### config.mk
export PLATFORM = sky130hd
export DESIGN_NAME = axis_synchronizer_2
export DESIGN_NICKNAME = d
export VERILOG_FILES = /design/src/rtl/lcplc_axis_pkg.sv /design/src/rtl/axis_skid_buffer_2.sv /design/src/rtl/axis_synchronizer_2.sv
export SDC_FILE = /design/constraint.sdc
export NUM_CORES = 1
export LEC_CHECK = 0
export BUFFER_PORTS_ARGS = -buffer_cell sky130_fd_sc_hd__buf_4
export CAP_MARGIN = 20
export CORE_MARGIN = 2
export CORE_UTILIZATION = 45
export CTS_BUF_LIST = sky130_fd_sc_hd__clkbuf_4
export CTS_CLUSTER_SIZE = 8
export DETAILED_ROUTE_END_ITERATION = 12
export PLACE_DENSITY = 0.77
export SYNTH_ARGS = -nofsm -noshare
export SYNTH_HDL_FRONTEND = slang
export SYNTH_SLANG_ARGS = --single-unit
export TNS_END_PERCENT = 50
### constraint.sdc
create_clock -name clk -period 2.4 [get_ports clk]
set_input_delay 0.24 -clock clk [delete_from_list [all_inputs] [get_ports clk]]
set_output_delay 0.24 -clock clk [all_outputs]
set_load 0.01 [all_outputs]
### src/rtl/lcplc_axis_pkg.sv
// Shared types for the AXI-Stream join path: skid buffer depth and occupancy states.
package lcplc_axis_pkg;

  localparam int SKID_DEPTH = 2;

  typedef enum logic [1:0] {
    SB_EMPTY,
    SB_HALF,
    SB_FULL
  } skid_state_t;

endpackage

### src/rtl/axis_skid_buffer_2.sv
// Two-entry skid buffer: registered ready, head slot exposed for an external pop.
//
// state    | meaning
// SB_EMPTY | no beat held, out_valid low
// SB_HALF  | one beat at head slot, still accepting
// SB_FULL  | both slots held, in_ready low
module axis_skid_buffer_2
  import lcplc_axis_pkg::*;
#(
  parameter int DATA_WIDTH = 16
) (
  input  logic                  clk,
  input  logic                  rst,
  input  logic                  in_valid,
  output logic                  in_ready,
  input  logic [DATA_WIDTH-1:0] in_data,
  output logic                  out_valid,
  output logic [DATA_WIDTH-1:0] out_data,
  input  logic                  pop
);

  skid_state_t           state_q, state_d;
  logic                  head_q, head_d;
  logic                  ready_q, ready_d;
  logic [DATA_WIDTH-1:0] mem_q [SKID_DEPTH];
  logic [DATA_WIDTH-1:0] mem_d [SKID_DEPTH];
  logic                  push;
  logic                  do_pop;
  logic                  wr_slot;

  always_comb begin
    state_d = state_q;
    head_d  = head_q;
    mem_d   = mem_q;
    push    = in_valid & ready_q;
    do_pop  = pop & (state_q != SB_EMPTY);
    // Tail sits one past the head only when a beat is already held.
    wr_slot = head_q ^ (state_q == SB_HALF);

    if (push) mem_d[wr_slot] = in_data;
    if (do_pop) head_d = ~head_q;

    case ({push, do_pop})
      2'b10:   state_d = (state_q == SB_EMPTY) ? SB_HALF : SB_FULL;
      2'b01:   state_d = (state_q == SB_FULL) ? SB_HALF : SB_EMPTY;
      default: state_d = state_q;
    endcase

    ready_d = (state_d != SB_FULL);
  end

  always_ff @(posedge clk) begin
    if (rst) begin
      state_q <= SB_EMPTY;
      head_q  <= 1'b0;
      ready_q <= 1'b0;
    end else begin
      state_q <= state_d;
      head_q  <= head_d;
      ready_q <= ready_d;
    end
  end

  // Payload storage is left unreset; occupancy alone qualifies it.
  always_ff @(posedge clk) begin
    mem_q <= mem_d;
  end

  assign in_ready  = ready_q;
  assign out_valid = (state_q != SB_EMPTY);
  assign out_data  = mem_q[head_q];

endmodule

### src/rtl/axis_synchronizer_2.sv
// Joins two AXI-Stream branches into one paired beat; each branch buffered independently.
module axis_synchronizer_2
  import lcplc_axis_pkg::*;
#(
  parameter int DATA_WIDTH_0 = 16,
  parameter int DATA_WIDTH_1 = 16
) (
  input  logic                    clk,
  input  logic                    rst,
  input  logic                    input_0_valid,
  output logic                    input_0_ready,
  input  logic [DATA_WIDTH_0-1:0] input_0_data,
  input  logic                    input_1_valid,
  output logic                    input_1_ready,
  input  logic [DATA_WIDTH_1-1:0] input_1_data,
  output logic                    output_valid,
  input  logic                    output_ready,
  output logic [DATA_WIDTH_0-1:0] output_data_0,
  output logic [DATA_WIDTH_1-1:0] output_data_1
);

  logic valid_0;
  logic valid_1;
  logic pop;

  axis_skid_buffer_2 #(.DATA_WIDTH(DATA_WIDTH_0)) u_skid_0 (
    .clk       (clk),
    .rst       (rst),
    .in_valid  (input_0_valid),
    .in_ready  (input_0_ready),
    .in_data   (input_0_data),
    .out_valid (valid_0),
    .out_data  (output_data_0),
    .pop       (pop)
  );

  axis_skid_buffer_2 #(.DATA_WIDTH(DATA_WIDTH_1)) u_skid_1 (
    .clk       (clk),
    .rst       (rst),
    .in_valid  (input_1_valid),
    .in_ready  (input_1_ready),
    .in_data   (input_1_data),
    .out_valid (valid_1),
    .out_data  (output_data_1),
    .pop       (pop)
  );

  // Both heads leave together, so a pop is only legal when both branches hold a beat.
  assign output_valid = valid_0 & valid_1;
  assign pop          = output_valid & output_ready;

endmodule

* Word-level counts from Yosys, hierarchy flattened *
Cells that the tools add are included.

word-level totals
  flip-flop bits (word level) = 72
  input port bits = 37
  output and inout port bits = 35
  word-level logic and storage cells = 64

cells by class
  magnitude comparators = 6
  equality and inequality tests = 10
  muxes and demuxes = 18
  bitwise gates (word level) = 14
  reduce and logical (&&, ||, !) cells = 6

operators with widths
  cell                count
  $mux 16             8
  $bwmux 32           2
  $demux 16 s1        2
  $eq 2x1->1 const B  4
  $eq 2x2->1 const B  4
  $ge 2x2->1 const B  4
  $not 1->2           4
  $pmux 2 s2          2
  $and 1x1->1         6
  $logic_not 2->1     2
  $lt 2x1->1 const B  2
  $mux 2              2
  $ne 2x2->1 const B  2
  $reduce_bool 2->1   2
  $logic_and 1x1->1   2
  $mux 1              2
  $not 1->1           2
  $xor 1x1->1         2

* Depth between registers and ports, before layout *
  depth in word-level cells = 8
  mapped depth = 7
  gate-level depth less buffers = 7

* Modules after synthesis *
From an unflattened synthesis, not the netlist that was laid out.

unflattened totals
  cell total of the unflattened synthesis = 160
  area, all modules = 2790.2 sq um

by module, submodules not included
  module               times used  cells each  area each (sq um)
  axis_skid_buffer_2   2           79          1388.8
  axis_synchronizer_2  1           2           12.5

* Least setup slack after synthesis *
OpenSTA, ideal clock, no wires.

  path type = reg-to-reg
  start = register u_skid_0.state_q[0] (netlist name)
  end = register u_skid_0.mem_q[0] (netlist bit), enable pin
  library setup time = 0.388 ns
  data arrival time = 1.334 ns
  required time = 2.012 ns
  path slack = 0.678 ns
  cell stages (with the launch flop) = 4
  buffers on the path = 0
  clock period less this slack = 1.722 ns
  cell sequence = dfxtp_1 nor2b_1 xnor2_1 nor2_1

RTL lines
  item                  RTL line                  text
  to (signal assigned)  axis_skid_buffer_2.sv:66  mem_q <= mem_d;
  to (decl)             axis_skid_buffer_2.sv:25  logic [DATA_WIDTH-1:0] mem_q [SKID_DEPTH];

* Final worst setup path *
  start = register u_skid_0.head_q
  end = output port output_data_0[12]

on the way
  longest elaborated chain between the ends = 4

RTL lines
  item                                        RTL line                   text
  from (decl)                                 axis_skid_buffer_2.sv:23   logic head_q, head_d;
  from (signal assigned)                      axis_skid_buffer_2.sv:55   head_q <= 1'b0;
  from (signal assigned)                      axis_skid_buffer_2.sv:59   head_q <= head_d;
  $not 1->2 (not written as such)             axis_skid_buffer_2.sv:71   assign out_data = mem_q[head_q];
  $mux 16 (not written as such) (3 in a row)  axis_skid_buffer_2.sv:71
  to (decl)                                   axis_synchronizer_2.sv:18  output logic [DATA_WIDTH_0-1:0] output_data_0,

Every way passes these cells. The select of a mux whose other input is x is not followed.

==> results by group <==
Status
  – Outcome: finished clean

STA
  – Fin. max-slew vios: 0
  – Final hold violation count: 0
  – Unrepaired setup endpoints after global routing: no
  – Tmin final: 1.89 ns
  – Worst Skew: 0.00924 ns
  – Final Cycle Share: 78.8%
  – Final setup viols: 0
  – Total negative slack: 0 ns
  – Slew headroom: 81.1%
  – Max Fclk: 528 MHz
  – Tightest Pin Transition: 0.284 ns

Die
  – Rows: 28
  – Die Wd: 82.7 µm
  – Die Ht: 82.7 µm
  – Die area: 6840 µm²
  – I/O pins: 72
  – Starting Density: 46.8%
  – Core footprint: 5960 µm²

Worst setup path
  – CP Data Arrival Time: 1.65 ns
  – WS Path Type: reg2out
  – Worst Setup End Kind: output pin
  – Crit-path most repeated cell: buf_4
  – Worst Path Max Fanout: 12
  – CP max-delay cell: dfxtp_1
  – Max incr delay on CP: 0.49 ns
  – CP required: 2.16 ns
  – CP startpoint kind: flop
  – Crit path cell chain: buf_4, mux2_2, buf_4
  – Worst path bufs/invs: 2
  – Crit path max-delay family: flip-flops

Finish
  – Area grow syn2layout: 34.1%
  – Most frequent cells in the layout: buf_4 (77), edfxtp_1 (64), mux2_2 (32), dlygate4sd3_1 (16), clkbuf_4 (11)
  – Share of layout cells above drive strength 1: 47.7%
  – Nets: 298
  – Commonest non-fill, non-tap cell in the layout: buf_4
  – Diodes inserted: 0

Synthesis
  – Netlist cell types: 23
  – Syn. warnings: 0
  – Primary FF master, synth: edfxtp_1
  – Seq/Total Area, Yosys: 74.7%
  – Synth Register Bits: 72
  – Syn_area_per_cell: 17.7 µm²
  – Post-synthesis cell count: 158
  – Post-Syn Area: 2790 µm²
  – Post-synth EDFFs: 64
  – Asr flop ratio synth: 0%
  – Synthesized net count: 199

Placed design
  – HPWL after detailed placement: 3.23 mm
  – Buffers on Ports: 71
  – Placer Congestion: 0.867

Power and ir drop
  – Power Density: 642 nW/µm²
  – Final Total Pwr: 2400 µW
  – Peak VDD IR: 0.000441 V
  – Static leakage: 0.00144 µW

GRT
  – Number of global-route vias before repair: 1618
  – Initial antenna violation count: 0
  – GRT overflow: 0
  – Global-route wire length before repair: 7.11 mm
  – GRT Total Usage: 14.4%
  – Met3 Use GR: 4.78%
  – Met1 GRT Util: 16.8%
  – Gr busiest metal: met2
  – Largest net degree at the start of global routing: 17
  – Grt met2 use: 23.8%

Routing
  – Via/cell ratio: 4.78
  – DR WL/cell: 14.0 µm
  – 1st-iter DRT viols: 92
  – 1st-pass router iterations: 6
  – DRC violations left: 0
  – Routed Antenna Nets: 0
  – Vias: 1610
  – Final WL: 4.73 mm

Clock tree
  – Sink Count: 72
  – CTS resizes: 0
  – Worst-case clock buffer depth: 2
  – TritonCTS Buffers: 9
  – Root Buffer: clkbuf_4
  – Clk slew on worst S/H paths: 0.10 ns
  – Clk Latency, worst-skew pair: 0.38 ns
  – H-tree lvl count: 3
  – CTS tree: done
  – Post-CTS Setup Bufs: 0

Min path
  – Min-Delay Path Class: in2reg

Flow run
  – Max_cap viols: 0
==> power breakdown <==
group,leakage (µW),internal [µW],switching [µW]
clock,0.0000836,437,371
combinational,0.000702,111,75.5
sequential,0.000653,1400,8.87
==> routing by layer <==
metal | part of all wire, % | routed length (µm)
met3 | 7.7 | 363
met5 | 0 | 0
met4 | 0.97 | 46
met2 | 49 | 2300
met1 | 43 | 2020
==> through the flow <==
step | std cells | area (µm²) | util (%) | hold WS (ns) | setup WS, ns
after floorplan | 158 | 2790 | - | 0.339 | 0.678
after global placement | 305 | 3420 | 57.5 | 0.425 | 0.860
after detailed placement | 305 | 3420 | 57.5 | 0.427 | 0.812
after CTS | 327 | 3640 | 61.1 | 0.000582 | 0.440
after global routing | 337 | 3740 | 62.8 | -0.0000754 | 0.387
final | 337 | 3740 | 62.8 | 0.0339 | 0.508
==> cell usage after synthesis, types with 4 or more instances <==
master / n / area (µm²)
inv_1: 5 / 18.8
mux2_2: 32 / 360
nor2b_1: 4 / 25.0
nand2_1: 5 / 18.8
edfxtp_1: 64 / 1920
ha_1: 4 / 50.1
xnor2_1: 4 / 35.0
nor2_1: 6 / 22.5
a21oi_1: 4 / 20.0
dfxtp_1: 8 / 160
==> repair_timing <==
action	CTS	global route
hold endpoints to repair	11	16
setup endpoints to repair	0	0
hold buffers	6	10
==> logic make-up after synthesis <==
family / Yosys count / synth area share, %
compound gates: 11 / 2.42
xor+xnor: 4 / 1.26
fa+ha+maj: 4 / 1.79
buf+inv: 11 / 2.20
flops: 72 / 74.7
mux: 34 / 13.6
simple gates: 22 / 4.04
==> flip-flops by register name, indices dropped and copies added (netlist names) <==
| register | flops |
|---|---|
| u_skid_0.head_q | 1 |
| u_skid_0.in_ready | 1 |
| u_skid_0.mem_q | 32 |
| u_skid_0.state_q | 2 |
| u_skid_1.head_q | 1 |
| u_skid_1.in_ready | 1 |
| u_skid_1.mem_q | 32 |
| u_skid_1.state_q | 2 |
==> final timing paths <==
kind / startpoint / endpoint / slack [ns] / cells after the start
setup reg to reg: u_skid_0.state_q[0]$_SDFF_PP0_ / u_skid_0.state_q[0]$_SDFF_PP0_ / 0.79 / 5
setup / recovery: u_skid_0.head_q$_SDFFE_PP0P_ / output_data_0[12] / 0.51 / 3
hold / removal: input_0_data[3] / u_skid_0.mem_q[19]$_DFFE_PP_ / 0.03 / 1
hold reg to reg: u_skid_1.state_q[0]$_SDFF_PP0_ / u_skid_1.state_q[0]$_SDFF_PP0_ / 0.53 / 2
==> area by class of cell <==
type                    count  area [µm²]
inverters                   6        25.0
multi-input cells          75         646
fillers                   460        2220
clock inverters             5        71.3
well taps                  75        93.8
clock buffers              11        82.6
repair buffers             93         738
flip-flops and latches     72        2080
(Power assumes the default switching activity.)
